**src/rtl/parity_stream_gen.sv**
```systemverilog
// parity_stream_gen
//   Generator: each accepted payload word is framed as {parity, payload}.
//   The parity mode p is sampled with the word. The framed word goes into a
//   two-entry (main + skid) output buffer with valid/ready handshakes on both
//   sides.
//   Checker: verifies received framed words against chk_mode. It pulses err
//   one cycle after a bad word and keeps a saturating error count.
//
// Ports
//   clk        : single clock, rising edge
//   rst_n      : synchronous active-low reset
//   p          : generator parity mode (0 = even, 1 = odd), sampled per word
//   in_valid   : input word valid
//   in_ready   : buffer can accept a word
//   tt_in      : input payload [DATA_W-1:0]
//   out_valid  : framed word valid
//   out_ready  : downstream accepts framed word
//   pdata      : framed word [DATA_W:0], parity in MSB
//   chk_valid  : received framed word valid (always accepted)
//   chk_data   : received framed word [DATA_W:0]
//   chk_mode   : checker parity mode (0 = even, 1 = odd)
//   clr_cnt    : synchronous clear of err_cnt
//   err        : one-cycle parity error pulse
//   err_cnt    : saturating parity error count [CNT_W-1:0]

module parity_stream_gen #(
  parameter int DATA_W = 7,
  parameter int CNT_W  = 8
) (
  input  logic              clk,
  input  logic              rst_n,
  input  logic              p,
  input  logic              in_valid,
  output logic              in_ready,
  input  logic [DATA_W-1:0] tt_in,
  output logic              out_valid,
  input  logic              out_ready,
  output logic [DATA_W:0]   pdata,
  input  logic              chk_valid,
  input  logic [DATA_W:0]   chk_data,
  input  logic              chk_mode,
  input  logic              clr_cnt,
  output logic              err,
  output logic [CNT_W-1:0]  err_cnt
);

  // ---------------------------------------------------------------------
  // Generator
  // ---------------------------------------------------------------------
  logic [DATA_W:0] frame_next;
  logic            main_valid_reg;
  logic [DATA_W:0] main_data_reg;
  logic            skid_valid_reg;
  logic [DATA_W:0] skid_data_reg;
  logic            accept;
  logic            main_free;

  // XOR of the payload gives even parity; XOR with p flips it for odd mode.
  assign frame_next = {(^tt_in) ^ p, tt_in};

  // in_ready comes from buffer state only, so there is no combinational path
  // from out_ready. The rst_n term keeps it low while reset is held.
  assign in_ready  = rst_n & ~skid_valid_reg;
  assign accept    = in_valid & in_ready;
  // The main slot can take a new word this cycle if it is empty or draining.
  assign main_free = ~main_valid_reg | out_ready;

  always_ff @(posedge clk) begin
    if (!rst_n) begin
      main_valid_reg <= 1'b0;
      main_data_reg  <= '0;
      skid_valid_reg <= 1'b0;
      skid_data_reg  <= '0;
    end else if (main_free) begin
      if (skid_valid_reg) begin
        // The skid entry is older than any new word. in_ready is low here,
        // so no new word can arrive in the same cycle.
        main_valid_reg <= 1'b1;
        main_data_reg  <= skid_data_reg;
        skid_valid_reg <= 1'b0;
      end else begin
        main_valid_reg <= accept;
        if (accept) begin
          main_data_reg <= frame_next;
        end
      end
    end else if (accept) begin
      // The main slot is stalled, so the new word parks in the skid entry.
      skid_valid_reg <= 1'b1;
      skid_data_reg  <= frame_next;
    end
  end

  assign out_valid = main_valid_reg;
  assign pdata     = main_data_reg;

  // ---------------------------------------------------------------------
  // Checker
  // ---------------------------------------------------------------------
  logic             chk_bad;
  logic             err_reg;
  logic [CNT_W-1:0] cnt_reg;
  logic [CNT_W-1:0] cnt_next;

  // A word with valid parity has (^chk_data) equal to chk_mode.
  assign chk_bad = chk_valid & ((^chk_data) ^ chk_mode);

  // The count updates on the same edge that raises err, so err and the new
  // count are visible together. A clear that coincides with an error keeps
  // that error.
  always_comb begin
    cnt_next = cnt_reg;
    if (clr_cnt) begin
      cnt_next = CNT_W'(chk_bad);
    end else if (chk_bad && (cnt_reg != {CNT_W{1'b1}})) begin
      cnt_next = cnt_reg + CNT_W'(1);
    end
  end

  always_ff @(posedge clk) begin
    if (!rst_n) begin
      err_reg <= 1'b0;
      cnt_reg <= '0;
    end else begin
      err_reg <= chk_bad;
      cnt_reg <= cnt_next;
    end
  end

  assign err     = err_reg;
  assign err_cnt = cnt_reg;

endmodule
```
**config.mk**
```make
export PLATFORM = sky130hd
export DESIGN_NAME = parity_stream_gen
export DESIGN_NICKNAME = d
export VERILOG_FILES = /design/src/rtl/parity_stream_gen.sv
export SDC_FILE = /design/constraint.sdc
export NUM_CORES = 1
export LEC_CHECK = 0
export CAP_MARGIN = 30
export CORE_MARGIN = 4
export CORE_UTILIZATION = 40
export DETAILED_ROUTE_END_ITERATION = 8
export PLACE_DENSITY = 0.79
export SLEW_MARGIN = 20
export SYNTH_ARGS = -nofsm -noshare
export SYNTH_HDL_FRONTEND = slang
export SYNTH_SLANG_ARGS = --single-unit
```
**constraint.sdc**
```tcl
create_clock -name clk -period 1.6 [get_ports clk]
set_input_delay 0.24 -clock clk [delete_from_list [all_inputs] [get_ports clk]]
set_output_delay 0.24 -clock clk [all_outputs]
set_load 0.02 [all_outputs]
```
# ---- After elaboration in Yosys (flattened, before gate mapping)
# Cells that the tools add are included.
dict set report classes {
  addsub 1
  multipliers 0
  div_mod_pow 0
  magnitude_cmp 0
  n_eq_ne 1
  n_shift 0
  muxes 5
  n_bitwise 10
  reduce_logical 9
}
# cell n
set op_table {}
lappend op_table {{$mux 8} 2}
lappend op_table {{$add 8x1->8 const B} 1}
lappend op_table {{$ne 8x8->1 const B} 1}
lappend op_table {{$reduce_xor 8->1} 1}
lappend op_table {{$reduce_xor 7->1} 1}
lappend op_table {{$not 1->1} 4}
lappend op_table {{$reduce_and 2->1} 2}
lappend op_table {{$reduce_bool 2->1} 2}
lappend op_table {{$reduce_or 2->1} 2}
lappend op_table {{$and 1x1->1} 3}
lappend op_table {{$mux 1} 3}
lappend op_table {{$xor 1x1->1} 2}
lappend op_table {{$logic_and 1x1->1} 1}
lappend op_table {{$or 1x1->1} 1}
dict set report word_totals {
  reg_bits 27
  latchBits 0
  ram_bits 0
  mem_bits_ro 0
  in_bits 23
  out_inout_bits 19
  wordCells 33
  n_memories 0
}

# ---- Longest topological paths before layout
dict set report logic_depth {
  word_depth 6
  mapped_depth 7
  mapped_depth_nobuf 6
}

# ---- Worst setup path after synthesis
# No wires, ideal clock.
dict set report synth_timing {
  path_type {register to register}
  start {reg cnt_reg[0], in the netlist err_cnt[0]}
  end {reg cnt_reg[2], in the netlist err_cnt[2]}
  setup_time_ns 0.070
  t_arrival_ns 1.629
  t_required_ns 1.530
  path_slack_ns -0.099
  path_stages_with_launch 8
  path_cell_list {dfxtp_1 -> ha_1 -> and3_1 -> nand3_1 -> nand2_1 -> buf_2 -> or4_1 -> a21oi_1}
}
dict set report synth_between {
  elab_chain_len 2
  elab_cells_between_ends 3
  cone_classes {1 x add/sub; 1 x eq/ne; 1 x reduce/logical}
}
# item line
set synth_rtl {}
lappend synth_rtl {{start: declaration} 102} ;# logic [CNT_W-1:0] cnt_reg;
lappend synth_rtl {{start signal: assignment} 126} ;# cnt_reg <= cnt_next;
lappend synth_rtl {{branches (longest 2 deep; another with $add 8x1->8)} --}
# Parallel ways; which one is timed is not known.
# A chain may end at the register's enable or synchronous reset.

# ---- Worst setup path in the final report
dict set report layout_timing {
  start {in chk_data[6]}
  end {reg cnt_reg[2], in the netlist err_cnt[2]}
}
dict set report layout_between {
  elab_chain_len 4
}
# item line
set layout_rtl {}
lappend layout_rtl {{start: declaration} 40} ;# input logic [DATA_W:0] chk_data,
lappend layout_rtl {{$reduce_xor 8->1} 106} ;# assign chk_bad = chk_valid & ((^chk_data) ^ chk_mode);
lappend layout_rtl {{$xor 1x1->1} 106}
lappend layout_rtl {{$and 1x1->1} 106}
lappend layout_rtl {{$logic_and 1x1->1} 115} ;# end else if (chk_bad && (cnt_reg != {CNT_W{1'b1}})) begin
# Every way passes these cells.

==> metrics.yaml <==
ys_seq_area_frac: 0.410
io_pins: 42
clkSinkCount: 27
io_buffer_count: 41
timing.critical_path.to_type: "register"
drive_above_1_share: 0.246
diodes: 0
cp.arrival_ns: 1.88
rsz0062_at_grt: "true"
outcome: "completed"
via_count: 1271
antenna_found_initial: 0
cts_buffers: 3
setup_ws_ns: 0.00290
grt_overflow_total: 0
static-leakage-power_nw: 0.874
pre_cts_ws_ns: -0.719
tightest_slew_ns: 0.282
period_minus_slack_ns: 1.60
place_inst: 243
drc_errors: 0
ctsHtreeMaxLevel: 1
grt_util_all_layers: 0.159
min_to: "skid_data_reg[7]"
critPathLaunchType: "primary input"
fillers: 295
ir_drop_mv: 0.463
path_clk_slew_ns: 0.15
cp.required_ns: 1.88
grt_pass1_vias: 1298
tns_ns: 0
final_util: 0.655
setup_viol: 0
multiInputGateArea_um2: 821
maxSlewViolCount: 0
wirelength_um: 3340
yosys-top-cells-count: "27 x dfxtp_1, 22 x nor2_1, 16 x mux2i_1"
hp-class: "reg -> reg"
area_growth_pct: 54.1
yosysWarnings: 0
synth_fp_nets: 169
ys.flop_type: "dfxtp_1"
ant_nets: 0
synth-edff-count: 0
fp.coreArea_um2: 3100
async_flop_share: 0
initial_core_util: 0.425
clock_latency_ns: 0.33
period_share: 0.998
r2r_start: "err_cnt[1]"
clock_path_buffers: 2
clockRootBuffer: "clkbuf_4"
slew_headroom: 0.810
min-delay-start: "skid_data_reg[7]"
fin_cells: 251
r2r_slack_ns: 0.01
nNetsFinal: 232
yosysMostFrequentCell: "dfxtp_1"
grt_max_degree: 21
ff_latch_area_um2: 543
reg2reg_to: "err_cnt[4]"
worstRegToRegCells: 6
skew_ns: 0.0123
syn-cell-area_um2: 1320
cts_tree: "done"
syn_inst: 145
die_y_um: 65.4
place.gp.congestion: 0.823
hold_violations: 0
wl_per_cell_um: 13.3
ys_ff_latch: 27
grt_pass1_wl_um: 5460
die_area_um2: 4280
drt-initial-drc-count: 84
hpwl_um: 2420
rows: 20
hold_path_depth: 2
max_freq_ghz: 0.626
first_pass_iters: 4
max-cap-violations: 0
worst-path-max-fanout: 2
p_per_area_nw_per_um2: 762
dieWidth_um: 65.4
ys_types: 32
synth_area_leaders: "dfxtp_1 41%, mux2i_1 12%, nor2_1 6.3%, xnor2_1 6.0%, a211oi_1 4.6%"
avgViaCountPerCell: 5.06
netlist.area_leader.share: 0.410
yosys.area.top_type: "dfxtp_1"
avgSynthCellArea_um2: 9.09
critPathKind: "in -> reg"
## kinds of logic after synthesis
logic type | after synthesis | synth area share
mux | 16 | 0.121
compound gates | 27 | 0.137
fa+ha+maj | 1 | 0.00949
buf+inv | 10 | 0.0322
flops | 27 | 0.410
simple gates | 50 | 0.181
xor+xnor | 14 | 0.109
## final cells by class
class | count | share of cell area
clock inverters | 1 | 0.00246
clock buffers | 3 | 0.0111
repair buffers | 64 | 0.281
multi-input cells | 108 | 0.404
inverters | 4 | 0.00739
flip-flops and latches | 27 | 0.267
well taps | 44 | 0.0271
## cell usage in the layout, fill, tap and decap left out, drive strengths merged
cell type / Yosys / final
o31ai: 4 / 4
and4: 1 / 1
o32ai: 1 / 1
clkdlybuf4s15: 0 / 1
nand2b: 2 / 2
a211oi: 8 / 8
dlymetal6s2s: 0 / 3
nor3: 3 / 3
and3: 2 / 2
o211ai: 1 / 1
xnor3: 1 / 1
xor2: 3 / 3
o21ai: 5 / 5
clkbuf: 3 / 3
dlygate4sd2: 0 / 10
inv: 4 / 4
nor2: 22 / 22
clkdlybuf4s50: 0 / 22
a31oi: 1 / 1
dfxtp: 27 / 27
clkinv: 0 / 1
nand3b: 1 / 1
nand3: 5 / 5
nand2: 7 / 7
a21oi: 7 / 7
or4: 4 / 4
ha: 1 / 1
and2: 1 / 1
or2: 1 / 1
nor2b: 1 / 1
xnor2: 10 / 10
buf: 3 / 28
mux2i: 16 / 16
## worst max-delay path, cell delays in order
cell and delay, ns:
clkdlybuf4s15_2 0.20, xnor2_2 0.13, xnor3_1 0.37, xnor2_2 0.16
buf_4 0.15, or4_4 0.48, a21oi_2 0.14
## what timing repair did
item	in CTS	in global routing
setup endpoints to repair	16	10
endpoints found under the hold margin	0	0
hold buffers	0	0
setup buffers	1	3
gates resized for setup	32	20
pin swaps	12	10
## report_power, final
part | internal, mW | switching, mW
Sequential | 0.706 | 0.0178
Clock | 0.0937 | 0.205
Combinational | 0.283 | 0.244
## through the flow
| stage | cell area, µm² | hold WS [ns] | power, mW |
|---|---|---|---|
| 3_3_place_gp | 1900 | 0.449 | 1.18 |
| 2_1_floorplan | 1320 | 0.350 | 0.982 |
| 6_report | 2030 | 0.480 | 1.55 |
| 4_1_cts | 1940 | 0.487 | 1.50 |
| 3_5_place_dp | 1900 | 0.464 | 1.19 |
| 5_1_grt | 2030 | 0.523 | 1.64 |
## worst max-delay path by stage
stage / start / to / slack (ns) / cells after the start
final: chk_data[6] / err_cnt[2] / 0.003 / 7
after detailed placement: chk_data[5] / err_cnt[4] / -0.72 / 7
after CTS: err_cnt[1] / err_cnt[5] / 0.001 / 6
after global placement: chk_data[5] / err_cnt[4] / -0.67 / 7
after global routing: err_cnt[1] / err_cnt[4] / -0.06 / 6
after floorplan: chk_data[5] / err_cnt[5] / -0.03 / 5
## layer usage
layer	global-route usage	vias up	share of wire
li1	-	637	-
met5	0	-	0
met3	0.0308	0	0.045
met1	0.185	601	0.42
met2	0.296	33	0.54
met4	0.0389	0	0
Note: power is estimated with default switching activity, not from simulation.
